$ cat config.mk
export PLATFORM = sky130hd
export DESIGN_NAME = branch_update_queue_flat
export DESIGN_NICKNAME = d
export VERILOG_FILES = /design/src/rtl/branch_update_queue_if.sv /design/src/rtl/branch_update_queue.sv /design/src/flat_wrapper.sv
export SDC_FILE = /design/constraint.sdc
export NUM_CORES = 1
export LEC_CHECK = 0
export CORE_AREA = 2 2 218 220
export CTS_CLUSTER_SIZE = 14
export DETAILED_ROUTE_END_ITERATION = 8
export DIE_AREA = 0 0 220 222
export PLACE_DENSITY = 0.82
export SYNTH_ARGS = -nofsm -noshare
export SYNTH_HDL_FRONTEND = slang
export SYNTH_SLANG_ARGS = --single-unit
$ cat constraint.sdc
create_clock -name clk -period 8.7 [get_ports clk]
set_clock_uncertainty 0.1 [all_clocks]
set_input_delay 1.305 -clock clk [delete_from_list [all_inputs] [get_ports clk]]
set_output_delay 1.305 -clock clk [all_outputs]
set_load 0.03 [all_outputs]
$ cat src/rtl/branch_update_queue_if.sv
// Commit/update handshake bundle for branch_update_queue.
// master = ROB/predictor side, slave = the queue.
interface branch_update_queue_if #(
  parameter int GHR_BITS = 10
);
  logic                cmt_valid;
  logic                cmt_ready;
  logic [31:0]         cmt_pc;
  logic                cmt_branch;
  logic                cmt_jal;
  logic                cmt_taken;
  logic [31:0]         cmt_target;
  logic                cmt_pred_taken;
  logic [GHR_BITS-1:0] cmt_gshare_index;
  logic                upd_valid;
  logic                upd_ready;
  logic [31:0]         upd_pc;
  logic [31:0]         upd_target;
  logic                upd_taken;
  logic                upd_branch;
  logic                upd_jal;
  logic [GHR_BITS-1:0] upd_gshare_index;
  logic                upd_mispred;

  modport master (
    output cmt_valid, cmt_pc, cmt_branch, cmt_jal,
    output cmt_taken, cmt_target, cmt_pred_taken,
    output cmt_gshare_index, upd_ready,
    input  cmt_ready, upd_valid, upd_pc, upd_target,
    input  upd_taken, upd_branch, upd_jal,
    input  upd_gshare_index, upd_mispred
  );

  modport slave (
    input  cmt_valid, cmt_pc, cmt_branch, cmt_jal,
    input  cmt_taken, cmt_target, cmt_pred_taken,
    input  cmt_gshare_index, upd_ready,
    output cmt_ready, upd_valid, upd_pc, upd_target,
    output upd_taken, upd_branch, upd_jal,
    output upd_gshare_index, upd_mispred
  );
endinterface

$ cat src/rtl/branch_update_queue.sv
// Commit-side FIFO feeding predictor updates; keeps retired GHR.
// Optional BP_STATS_EN adds branch / mispredict counters.
module branch_update_queue #(
  parameter int DEPTH    = 8,
  parameter int PTR_BITS = 3,
  parameter int GHR_BITS = 10
) (
  input  logic                clk,
  input  logic                rst,
  branch_update_queue_if.slave bus,
  output logic [GHR_BITS-1:0] arch_ghr
`ifdef BP_STATS_EN
  ,
  output logic [31:0]         stat_branches,
  output logic [31:0]         stat_mispred
`endif
);

  typedef struct packed {
    logic [31:0]         pc;
    logic [31:0]         target;
    logic                taken;
    logic                branch;
    logic                jal;
    logic                mispred;
    logic [GHR_BITS-1:0] idx;
  } entry_t;

  localparam logic [PTR_BITS:0] FULL_CNT =
    (PTR_BITS+1)'(DEPTH);

  entry_t              mem [DEPTH];
  entry_t              head;
  entry_t              wr_entry;
  logic [PTR_BITS-1:0] rd_ptr;
  logic [PTR_BITS-1:0] wr_ptr;
  logic [PTR_BITS:0]   count;
  logic                full;
  logic                enq;
  logic                deq;

  assign full          = (count == FULL_CNT);
  assign bus.cmt_ready = !full;
  assign bus.upd_valid = (count != '0);

  assign enq = bus.cmt_valid & !full &
               (bus.cmt_branch | bus.cmt_jal);
  assign deq = bus.upd_valid & bus.upd_ready;

  // JAL wins when both flags are set
  always_comb begin
    wr_entry         = '0;
    wr_entry.pc      = bus.cmt_pc;
    wr_entry.target  = bus.cmt_target;
    wr_entry.jal     = bus.cmt_jal;
    wr_entry.branch  = bus.cmt_branch & ~bus.cmt_jal;
    wr_entry.taken   = bus.cmt_jal | bus.cmt_taken;
    wr_entry.mispred = wr_entry.taken ^ bus.cmt_pred_taken;
    wr_entry.idx     = bus.cmt_gshare_index;
  end

  always_ff @(posedge clk) begin
    if (enq) mem[wr_ptr] <= wr_entry;
  end

  assign head                 = mem[rd_ptr];
  assign bus.upd_pc           = head.pc;
  assign bus.upd_target       = head.target;
  assign bus.upd_taken        = head.taken;
  assign bus.upd_branch       = head.branch;
  assign bus.upd_jal          = head.jal;
  assign bus.upd_gshare_index = head.idx;
  assign bus.upd_mispred      = head.mispred;

  always_ff @(posedge clk or negedge rst) begin
    if (!rst) begin
      rd_ptr   <= '0;
      wr_ptr   <= '0;
      count    <= '0;
      arch_ghr <= '0;
    end else begin
      if (enq) wr_ptr <= wr_ptr + 1'b1;
      if (deq) rd_ptr <= rd_ptr + 1'b1;
      unique case ({enq, deq})
        2'b10:   count <= count + 1'b1;
        2'b01:   count <= count - 1'b1;
        default: count <= count;
      endcase
      if (deq && head.branch)
        arch_ghr <= {arch_ghr[GHR_BITS-2:0], head.taken};
    end
  end

`ifdef BP_STATS_EN
  always_ff @(posedge clk or negedge rst) begin
    if (!rst) begin
      stat_branches <= '0;
      stat_mispred  <= '0;
    end else if (deq) begin
      if (stat_branches != '1)
        stat_branches <= stat_branches + 1'b1;
      if (head.mispred && stat_mispred != '1)
        stat_mispred <= stat_mispred + 1'b1;
    end
  end
`endif

endmodule
$ cat src/flat_wrapper.sv
// flat-port wrapper written by rule: the top's interface ports become plain ports
module branch_update_queue_flat 
#(
  parameter int DEPTH    = 8,
  parameter int PTR_BITS = 3,
  parameter int GHR_BITS = 10
)
  (clk, rst, arch_ghr, bus_cmt_valid, bus_cmt_pc, bus_cmt_branch, bus_cmt_jal, bus_cmt_taken, bus_cmt_target, bus_cmt_pred_taken, bus_cmt_gshare_index, bus_upd_ready, bus_cmt_ready, bus_upd_valid, bus_upd_pc, bus_upd_target, bus_upd_taken, bus_upd_branch, bus_upd_jal, bus_upd_gshare_index, bus_upd_mispred);
  branch_update_queue_if #(.GHR_BITS(GHR_BITS)) bus_i ();
  input  logic clk;
  input  logic rst;
  output logic [GHR_BITS-1:0] arch_ghr;
  input wire logic [$bits(bus_i.cmt_valid)-1:0] bus_cmt_valid;
  input wire logic [$bits(bus_i.cmt_pc)-1:0] bus_cmt_pc;
  input wire logic [$bits(bus_i.cmt_branch)-1:0] bus_cmt_branch;
  input wire logic [$bits(bus_i.cmt_jal)-1:0] bus_cmt_jal;
  input wire logic [$bits(bus_i.cmt_taken)-1:0] bus_cmt_taken;
  input wire logic [$bits(bus_i.cmt_target)-1:0] bus_cmt_target;
  input wire logic [$bits(bus_i.cmt_pred_taken)-1:0] bus_cmt_pred_taken;
  input wire logic [$bits(bus_i.cmt_gshare_index)-1:0] bus_cmt_gshare_index;
  input wire logic [$bits(bus_i.upd_ready)-1:0] bus_upd_ready;
  output wire logic [$bits(bus_i.cmt_ready)-1:0] bus_cmt_ready;
  output wire logic [$bits(bus_i.upd_valid)-1:0] bus_upd_valid;
  output wire logic [$bits(bus_i.upd_pc)-1:0] bus_upd_pc;
  output wire logic [$bits(bus_i.upd_target)-1:0] bus_upd_target;
  output wire logic [$bits(bus_i.upd_taken)-1:0] bus_upd_taken;
  output wire logic [$bits(bus_i.upd_branch)-1:0] bus_upd_branch;
  output wire logic [$bits(bus_i.upd_jal)-1:0] bus_upd_jal;
  output wire logic [$bits(bus_i.upd_gshare_index)-1:0] bus_upd_gshare_index;
  output wire logic [$bits(bus_i.upd_mispred)-1:0] bus_upd_mispred;
  assign bus_i.cmt_valid = bus_cmt_valid;
  assign bus_i.cmt_pc = bus_cmt_pc;
  assign bus_i.cmt_branch = bus_cmt_branch;
  assign bus_i.cmt_jal = bus_cmt_jal;
  assign bus_i.cmt_taken = bus_cmt_taken;
  assign bus_i.cmt_target = bus_cmt_target;
  assign bus_i.cmt_pred_taken = bus_cmt_pred_taken;
  assign bus_i.cmt_gshare_index = bus_cmt_gshare_index;
  assign bus_i.upd_ready = bus_upd_ready;
  assign bus_cmt_ready = bus_i.cmt_ready;
  assign bus_upd_valid = bus_i.upd_valid;
  assign bus_upd_pc = bus_i.upd_pc;
  assign bus_upd_target = bus_i.upd_target;
  assign bus_upd_taken = bus_i.upd_taken;
  assign bus_upd_branch = bus_i.upd_branch;
  assign bus_upd_jal = bus_i.upd_jal;
  assign bus_upd_gshare_index = bus_i.upd_gshare_index;
  assign bus_upd_mispred = bus_i.upd_mispred;
  branch_update_queue #(.DEPTH(DEPTH), .PTR_BITS(PTR_BITS), .GHR_BITS(GHR_BITS)) u_core (.clk(clk), .rst(rst), .bus(bus_i), .arch_ghr(arch_ghr));
endmodule
==> results of run 1 <==
[metal layers]
metal	GRT usage [%]	share of wire, %	up-vias
li1	-	-	4626
met1	25.6	41	5767
met2	32.7	52	311
met3	3.64	5.6	59
met4	5.28	1.8	2
met5	0	0.028	-
[through the flow]
step	std cells	area, µm²	total power [mW]	util (%)
after floorplan	986	24300	6.44	-
after global placement	1741	26800	7.56	58.0
after detailed placement	1741	26800	7.62	58.0
after CTS	1853	28800	10.2	62.2
after global routing	1853	28800	10.5	62.2
final	1853	28800	10.1	62.2
[cell usage in the layout, fill, tap and decap left out, drive strengths merged]
master,Yosys,routed
xor2,6,6
inv,3,4
or2,1,1
nor4bb,1,1
nand2b,3,3
o21ai,2,2
buf,24,21
clkdlybuf4s50,0,171
nor2,8,8
mux2,90,90
a21oi,2,2
dfrtp,20,20
mux2i,4,4
mux4,155,155
a211oi,2,2
bufinv,0,7
nor2b,1,1
xnor2,4,4
clkinv,0,31
clkbuf,20,69
or4,1,1
ha,5,5
nand4bb,1,1
edfxtp,624,624
nor3,3,3
clkinvlp,0,4
nand2,6,6
[cell type report]
type	instances	area, µm²	share of cell area [%]
Sequential cell	644	19200	66.9
Multi-Input combinational cell	295	4930	17.1
Timing Repair Buffer	192	1890	6.58
Clock buffer	69	1560	5.41
Tap cell	607	759	2.64
Clock inverter	43	384	1.33
Inverter	3	11.3	0.0391
[sequential cells by signal, summed over array words and instances, names as in the netlist]
| signal | flops |
|---|---|
| u_core.mem | 624 |
| u_core.arch_ghr | 10 |
| u_core.count | 4 |
| u_core.rd_ptr | 3 |
| u_core.wr_ptr | 3 |
[power breakdown]
part	switching [mW]	internal (mW)	total (mW)	leakage [nW]
Clock	1.08	1.48	2.57	0.942
Combinational	1.79	1.66	3.45	2.30
Sequential	0.251	3.81	4.06	5.88
[path summary, 6_finish.rpt]
| check | from | end | slack [ns] | depth (start not counted) |
|---|---|---|---|---|
| max | u_core.rd_ptr[1] | bus_upd_branch | 3.32 | 4 |
| min | u_core.arch_ghr[9] | u_core.arch_ghr[9] | 0.41 | 1 |
| max reg2reg | u_core.rd_ptr[1] | u_core.arch_ghr[3] | 5.31 | 4 |
| min reg2reg | u_core.arch_ghr[9] | u_core.arch_ghr[9] | 0.41 | 1 |
| max in group asynchronous | rst | u_core.rd_ptr[2] | 6.72 | 1 |
| min in group asynchronous | rst | u_core.rd_ptr[0] | 1.10 | 1 |
[worst max-delay path, delay by kind of cell, from the launching register on]
family | cells | cell delay (ns)
buffers and inverters | 3 | 1.61
flip-flops | 1 | 1.07
multiplexers | 1 | 0.68
[cell families after synthesis]
logic type | count (synthesis) | synth area share, %
muxes | 249 | 18.7
and+or+nand+nor | 25 | 0.592
AOI/OAI and AO/OA | 6 | 0.144
buffers and inverters | 47 | 0.859
adders and majority gates | 5 | 0.257
DFF | 644 | 79.1
xor gates and xnor gates | 10 | 0.360
==> run_results.csv, run 1 <==
group,metric,value,unit
min_path,min_path_type,"reg2reg",
cts,cts_buffers,61,
sta,slew_headroom,30.3,%
route,drc,0,
sta,tightest_slew,1.05,ns
sta,hold_viol,0,
cts,clock_latency,0.61,ns
yosys,ys.flop_type,"edfxtp_1",
yosys,synth.distinct_cells,27,
yosys,async_flop_share,3.11,%
cts,clkTransAtPathRegs,0.07,ns
yosys,synth.avg_cell_area,24.7,µm²
route,drt-total-wl,46.3,mm
yosys,syn_inst,986,
sta,final_max_slew_viol_count,0,
yosys,synth_seq_cells,644,
yosys,synth_top_area_share,77.0,%
die,die_width,220,µm
setup_path,required,7.30,ns
setup_path,cp_slowest_cell,"dfrtp_4",
yosys,synth_edf_count,624,
placement,pre_cts_ws,3.85,ns
route,via_count,10800,
sta,finalCriticalPeriod,5.38,ns
sta,rsz0062_at_grt,"false",
sta,max_freq,0.186,GHz
pwr,power_density,350,nW/µm²
cts,cts_hold_buf,0,
setup_path,cpPeakStageDelay,1.07,ns
sta,setup_viol,0,
die,start_util,52.6,%
sta,holdWs,0.415,ns
yosys,synth_common_cells,"edfxtp_1, mux4_2, mux2_2",
die,die_area,48800,µm²
pwr,p_leak,9.13,nW
setup_path,cp-start-kind,"flip-flop",
yosys,synth_most_common_cell,"edfxtp_1",
global_routing,grt_use_total,19.2,%
yosys,seq_area_frac_synth,79.1,%
cts,cts_tree,"built",
yosys,synth_area,24300,µm²
route,ant_nets,0,
die,core,46300,µm²
cells_and_area,area_delta_synth_final,18.4,%
global_routing,antenna_found_initial,1,
placement,io_buffer_count,171,
cts,cts.repair.resized,0,
setup_path,arrival,3.97,ns
setup_path,cp-end-kind,"output pin",
yosys,synth.net_count,1073,
placement,hpwl,25.0,mm
setup_path,worst-setup-path-type,"reg2out",
outcome,outcome,"completed",
setup_path,crit_chain,"buf_4 -> mux4_2 -> inv_1 -> clkdlybuf4s50_1",
die,rows,79,
yosys,yosysWarnings,0,
cells_and_area,fill_cells,3059,
run,cap_violations,0,
cells_and_area,diodes,0,
cells_and_area,nets,1284,
cells_and_area,drive_above_1_share,29.2,%
global_routing,grt_overflow,0,
yosys,synth_area_leaders,"edfxtp_1, mux4_2, mux2_2",
sta,period_share,61.8,%
setup_path,worst-path-max-fanout,66,
die,die_h,222,µm
route,drt_iter0_markers,746,
cts,clock-sinks,644,
placement,gp_congestion,0.707,
cts,post_cts_buffers,0,
sta,fin_ws,3.32,ns
route,via_per_inst,5.81,
global_routing,grt_pass1_vias,11500,
cts,cts_buffer_depth,3,
yosys,synth_area_leader_cell,"edfxtp_1",
die,io_pins,172,
global_routing,grt_pass1_wl,69.3,mm
route,post_drt_wl_per_cell,25.0,µm
cts,h-tree-depth,2,
pwr,ir_drop,0.000273,V
cts,cts_root_buf,"clkbuf_16",
sta,setup-tns-final,0,ns
route,drtPass1Iterations,5,
global_routing,grt_max_degree,95,
Power figures use the tool's default switching activity.
==> inputs of run 2 (changes only) <==
- clock period: 8.7 -> 5.1 ns (I/O delays scaled with it)
==> run_results.csv, run 2 (same netlist as run 1, synthesis figures left out) <==
group,metric,value,unit
die,die_area,48800,µm²
cells_and_area,nets,1286,
die,start_util,52.6,%
pwr,ir_drop,0.000410,V
setup_path,arrival,3.30,ns
sta,tightest_slew,0.926,ns
placement,io_buffer_count,171,
route,post_drt_wl_per_cell,25.2,µm
sta,period_share,81.7,%
cts,clock_latency,0.60,ns
sta,finalCriticalPeriod,4.17,ns
route,ant_nets,0,
setup_path,cp-end-kind,"output pin",
sta,max_freq,0.240,GHz
pwr,p_int,11.7,mW
sta,setup-tns-final,0,ns
cells_and_area,drive_above_1_share,28.5,%
route,drt_iter0_markers,875,
sta,rsz0062_at_grt,"false",
cts,cts_hold_buf,0,
cells_and_area,fill_cells,3103,
cts,post_cts_buffers,0,
cts,clkTransAtPathRegs,0.06,ns
min_path,min_path_type,"reg2reg",
die,die_h,222,µm
min_path,hold_start,"u_core.arch_ghr[9]",
pwr,p_switching,5.32,mW
sta,holdWs,0.416,ns
route,drtPass1Iterations,6,
pwr,power_frac_seq,40.5,%
placement,gp_congestion,0.694,
placement,hpwl,24.7,mm
pwr,pwr-share-clk,24.3,%
outcome,outcome,"completed",
setup_path,worst-path-max-fanout,64,
setup_path,timing.rr.start,"u_core.count[1]",
pwr,power_density,594,nW/µm²
global_routing,antenna_found_initial,4,
route,drc,0,
cells_and_area,final_cell_mix,"edfxtp_1, clkdlybuf4s50_1, mux4_2",
cts,cts_root_buf,"clkbuf_16",
cells_and_area,instances_no_fill,1847,
global_routing,grt_pass1_vias,11800,
run,cap_violations,0,
sta,hold_viol,0,
setup_path,rrSetupSlack,2.29,ns
cts,h-tree-depth,2,
die,rows,79,
setup_path,cp-start-kind,"flip-flop",
setup_path,worst-setup-path-type,"reg2out",
cts,cts_buffers,61,
cells_and_area,multi_input_area,4940,µm²
route,via_count,10800,
cts,cts_buffer_depth,3,
route,drt-total-wl,46.6,mm
cells_and_area,final_common_cell,"edfxtp_1",
pwr,swShare,31.2,%
die,io_pins,172,
die,core,46300,µm²
cells_and_area,final_util,62.1,%
pwr,p_leak,9.09,nW
setup_path,r2r_cells,5,
cells_and_area,largest_reg_flops,624,
cells_and_area,top_regs,"u_core.mem x624, u_core.arch_ghr x10, u_core.count x4",
cells_and_area,regMostFlops,"u_core.mem",
cts,clock-sinks,644,
cells_and_area,area_delta_synth_final,18.0,%
global_routing,grt_overflow,0,
sta,final_max_slew_viol_count,0,
placement,dp.cells,1743,
setup_path,required,4.24,ns
global_routing,grt_use_total,19.7,%
cts,cts.repair.resized,0,
route,via_per_inst,5.86,
sta,slew_headroom,38.1,%
pwr,pwr-share-comb,35.2,%
setup_path,worstReg2RegEnd,"u_core.mem[1][29]",
die,die_width,220,µm
min_path,hold_path_end,"u_core.arch_ghr[9]",
pwr,power.total,17.0,mW
sta,setup_viol,0,
global_routing,grt_pass1_wl,71.2,mm
global_routing,grt_max_degree,65,
min_path,holdPathStages,1,
cts,cts_tree,"built",
cells_and_area,seqCellArea,19200,µm²
## run 2: cell count changes in the layout (fill, tap and decap cells not counted)
cell	previous run	this run
nor3_4	0	2
clkinv_2	11	7
bufinv_16	7	4
buf_12	2	5
buf_4	19	18
clkinvlp_4	4	0
diode_2	0	2
nor3_2	2	0
clkinv_4	1	0
inv_6	1	0
clkbuf_1	8	13
clkinv_1	19	17
## run 2: routing by layer
metal  global-route usage, %  up-vias  part of all wire, %  wire, µm
li1                        -     4622                    -         -
met1                    25.4     5793                   40     18500
met2                    34.0      325                   52     24200
met3                    4.28       82                  6.0      2810
met4                    5.48        4                  2.3      1090
met5                       0        -                0.064        30
## run 2: area by class of cell
type	count	area share, %
Antenna cell	2	0.0174
Clock buffer	74	5.49
Clock inverter	28	0.763
Inverter	3	0.0392
Multi-Input combinational cell	295	17.2
Sequential cell	644	67.1
Tap cell	607	2.65
Timing Repair Buffer	194	6.78
## run 2: power by group through the flow
stage               combinational (mW)  sequential, mW  clock, mW
detailed placement                6.09            7.02          0
global route                      6.37            6.96       4.43
global placement                  6.02            6.96          0
CTS                               6.13            6.91       4.22
floorplan                         4.10            6.87          0
finish                            6.00            6.90       4.14
## run 2: per-stage QoR
| stage | setup WS, ns | area (µm²) |
|---|---|---|
| floorplan | -0.149 | 24300 |
| global placement | 1.38 | 26900 |
| detailed placement | 1.30 | 26900 |
| CTS | 0.851 | 28700 |
| global route | 0.754 | 28700 |
| finish | 0.935 | 28700 |
## run 2: worst max-delay path by stage
stage / startpoint / endpoint / slack (ns) / cells after the start
after detailed placement: bus_cmt_jal / u_core.mem[1][52] / 1.30 / 6
after global placement: bus_cmt_jal / u_core.mem[1][45] / 1.38 / 6
after CTS: u_core.rd_ptr[0] / bus_upd_pc[9] / 0.85 / 4
after global routing: u_core.rd_ptr[0] / bus_upd_pc[9] / 0.75 / 4
final: u_core.rd_ptr[0] / bus_upd_pc[8] / 0.93 / 4
after floorplan: bus_cmt_branch / u_core.mem[7][0] / -0.15 / 4
## run 2: worst max-delay path, cell delays in order (launching register included)
cell and delay [ns]:
dfrtp_4 0.64, buf_12 0.44, mux4_2 0.60, mux2_2 0.27, clkdlybuf4s50_1 0.64
==> inputs of run 3 (changes only) <==
- PLACE_DENSITY: 0.82 -> 0.85
- clock period: 5.1 -> 3.5 ns (I/O delays scaled with it)
==> run_results.csv, run 3 (same netlist as run 1, synthesis figures left out) <==
group,metric,value,unit
outcome,outcome,"completed",
cts,clock_latency,0.61,ns
cts,cts_buffers,61,
route,ant_nets,0,
sta,final_max_slew_viol_count,0,
global_routing,grt_overflow,0,
setup_path,crit_buf_inv,2,
setup_path,cp_slowest_cell,"clkdlybuf4s50_1",
setup_path,cp_num_cells,4,
setup_path,crit_family,"buffers and inverters",
placement,io_buffer_count,171,
die,io_pins,172,
die,die_area,48800,µm²
pwr,ir_drop,0.000586,V
setup_path,timing.rr.start,"u_core.count[3]",
sta,fin_ws,0.100,ns
route,drc,0,
setup_path,cp-end-kind,"output pin",
route,drt-total-wl,48.7,mm
die,core,46300,µm²
placement,hpwl,26.7,mm
cts,cts_tree,"built",
run,cap_violations,0,
cts,cts_hold_buf,0,
route,drt_iter0_markers,1079,
cells_and_area,final_util,63.5,%
sta,max_freq,0.294,GHz
sta,hold_viol,0,
cells_and_area,largest_reg_flops,624,
pwr,power_density,868,nW/µm²
setup_path,cp-start-kind,"flip-flop",
cells_and_area,final_cell_mix,"edfxtp_1, mux4_2, clkdlybuf4s50_1",
sta,rsz0062_at_grt,"false",
sta,setup-tns-final,0,ns
cells_and_area,nets,1308,
route,drtPass1Iterations,5,
cts,h-tree-depth,2,
cells_and_area,top_regs,"u_core.mem x624, u_core.arch_ghr x10, u_core.count x4",
cells_and_area,instances_no_fill,1880,
route,via_count,11000,
cells_and_area,regMostFlops,"u_core.mem",
cts,cts_buffer_depth,3,
global_routing,grt_pass1_wl,72.8,mm
min_path,min_path_type,"in2async",
cells_and_area,area_delta_synth_final,20.8,%
die,die_width,220,µm
setup_path,r2r_cells,10,
die,rows,79,
setup_path,worstReg2RegEnd,"u_core.count[2]",
sta,holdWs,0.356,ns
cells_and_area,drive_above_1_share,31.3,%
setup_path,worst-setup-path-type,"reg2out",
global_routing,grt_pass1_vias,11600,
sta,tightest_slew,0.970,ns
setup_path,required,2.87,ns
sta,setup_viol,0,
global_routing,antenna_found_initial,6,
setup_path,crit_chain,"buf_4 -> mux4_2 -> mux2_2 -> clkdlybuf4s50_1",
cts,clock-sinks,644,
sta,finalCriticalPeriod,3.40,ns
setup_path,cpPeakStageDelay,0.62,ns
global_routing,grt_max_degree,70,
setup_path,worst-path-max-fanout,12,
route,post_drt_wl_per_cell,25.9,µm
placement,gp_congestion,0.713,
die,start_util,52.6,%
placement,dp.cells,1764,
setup_path,rrSetupSlack,0.69,ns
setup_path,arrival,2.77,ns
cts,clkTransAtPathRegs,0.06,ns
cts,cts_root_buf,"clkbuf_16",
route,via_per_inst,5.83,
pwr,p_leak,9.54,nW
sta,slew_headroom,35.1,%
cells_and_area,final_common_cell,"edfxtp_1",
placement,pre_cts_ws,0.478,ns
die,die_h,222,µm
global_routing,grt_use_total,20.3,%
sta,period_share,97.1,%
[run 3: cell types whose count changed in the layout (fill, tap and decap cells not counted), sizes merged]
cell,delta
dlygate4sd2,+63
clkinv,-5
clkdlybuf4s50,-69
inv,+2
diode,+1
dlymetal6s2s,+5
buf,+22
clkinvlp,+4
clkbuf,+6
bufinv,+4
[run 3: layer usage]
layer,GRT usage [%],wire (µm),vias up
li1,-,-,4676
met1,26.4,18800,5837
met2,34.8,25900,364
met3,4.36,2840,72
met4,5.56,1020,6
met5,0,37,-
[run 3: per-stage QoR]
step / power [mW] / instance area (µm²)
floorplan: 16.0 / 24400
global placement: 19.3 / 27300
detailed placement: 19.4 / 27300
CTS: 25.7 / 29300
global route: 26.5 / 29400
finish: 25.5 / 29400
[run 3: how the worst max path moves through the flow]
stage | from | endpoint | slack [ns]
finish | u_core.rd_ptr[0] | bus_upd_gshare_index[0] | 0.10
global placement | u_core.rd_ptr[0] | bus_upd_pc[25] | 0.50
detailed placement | u_core.rd_ptr[0] | bus_upd_pc[15] | 0.48
CTS | u_core.rd_ptr[1] | bus_upd_pc[31] | 0.002
global route | u_core.rd_ptr[0] | bus_upd_pc[27] | 0.0004
floorplan | bus_cmt_branch | u_core.mem[7][0] | -0.14
[run 3: final cells by class]
class	count	area, µm²
Sequential cell	644	19200
Tap cell	607	759
Timing Repair Buffer	216	2350
Multi-Input combinational cell	295	4940
Clock buffer	79	1680
Inverter	3	11.3
Clock inverter	33	373
Antenna cell	3	7.51
Fill cell	2962	16900
[run 3: report_power, final]
group          internal, mW  switching, mW
clock network          3.95           2.72
registers              9.47          0.429
logic                  4.07           4.85
[run 3: timing repair]
action | in CTS | in global routing
setup buffers | 0 | 0
gates resized for setup | 67 | 6
cloned | 0 | 1
setup endpoints to repair | 64 | 8
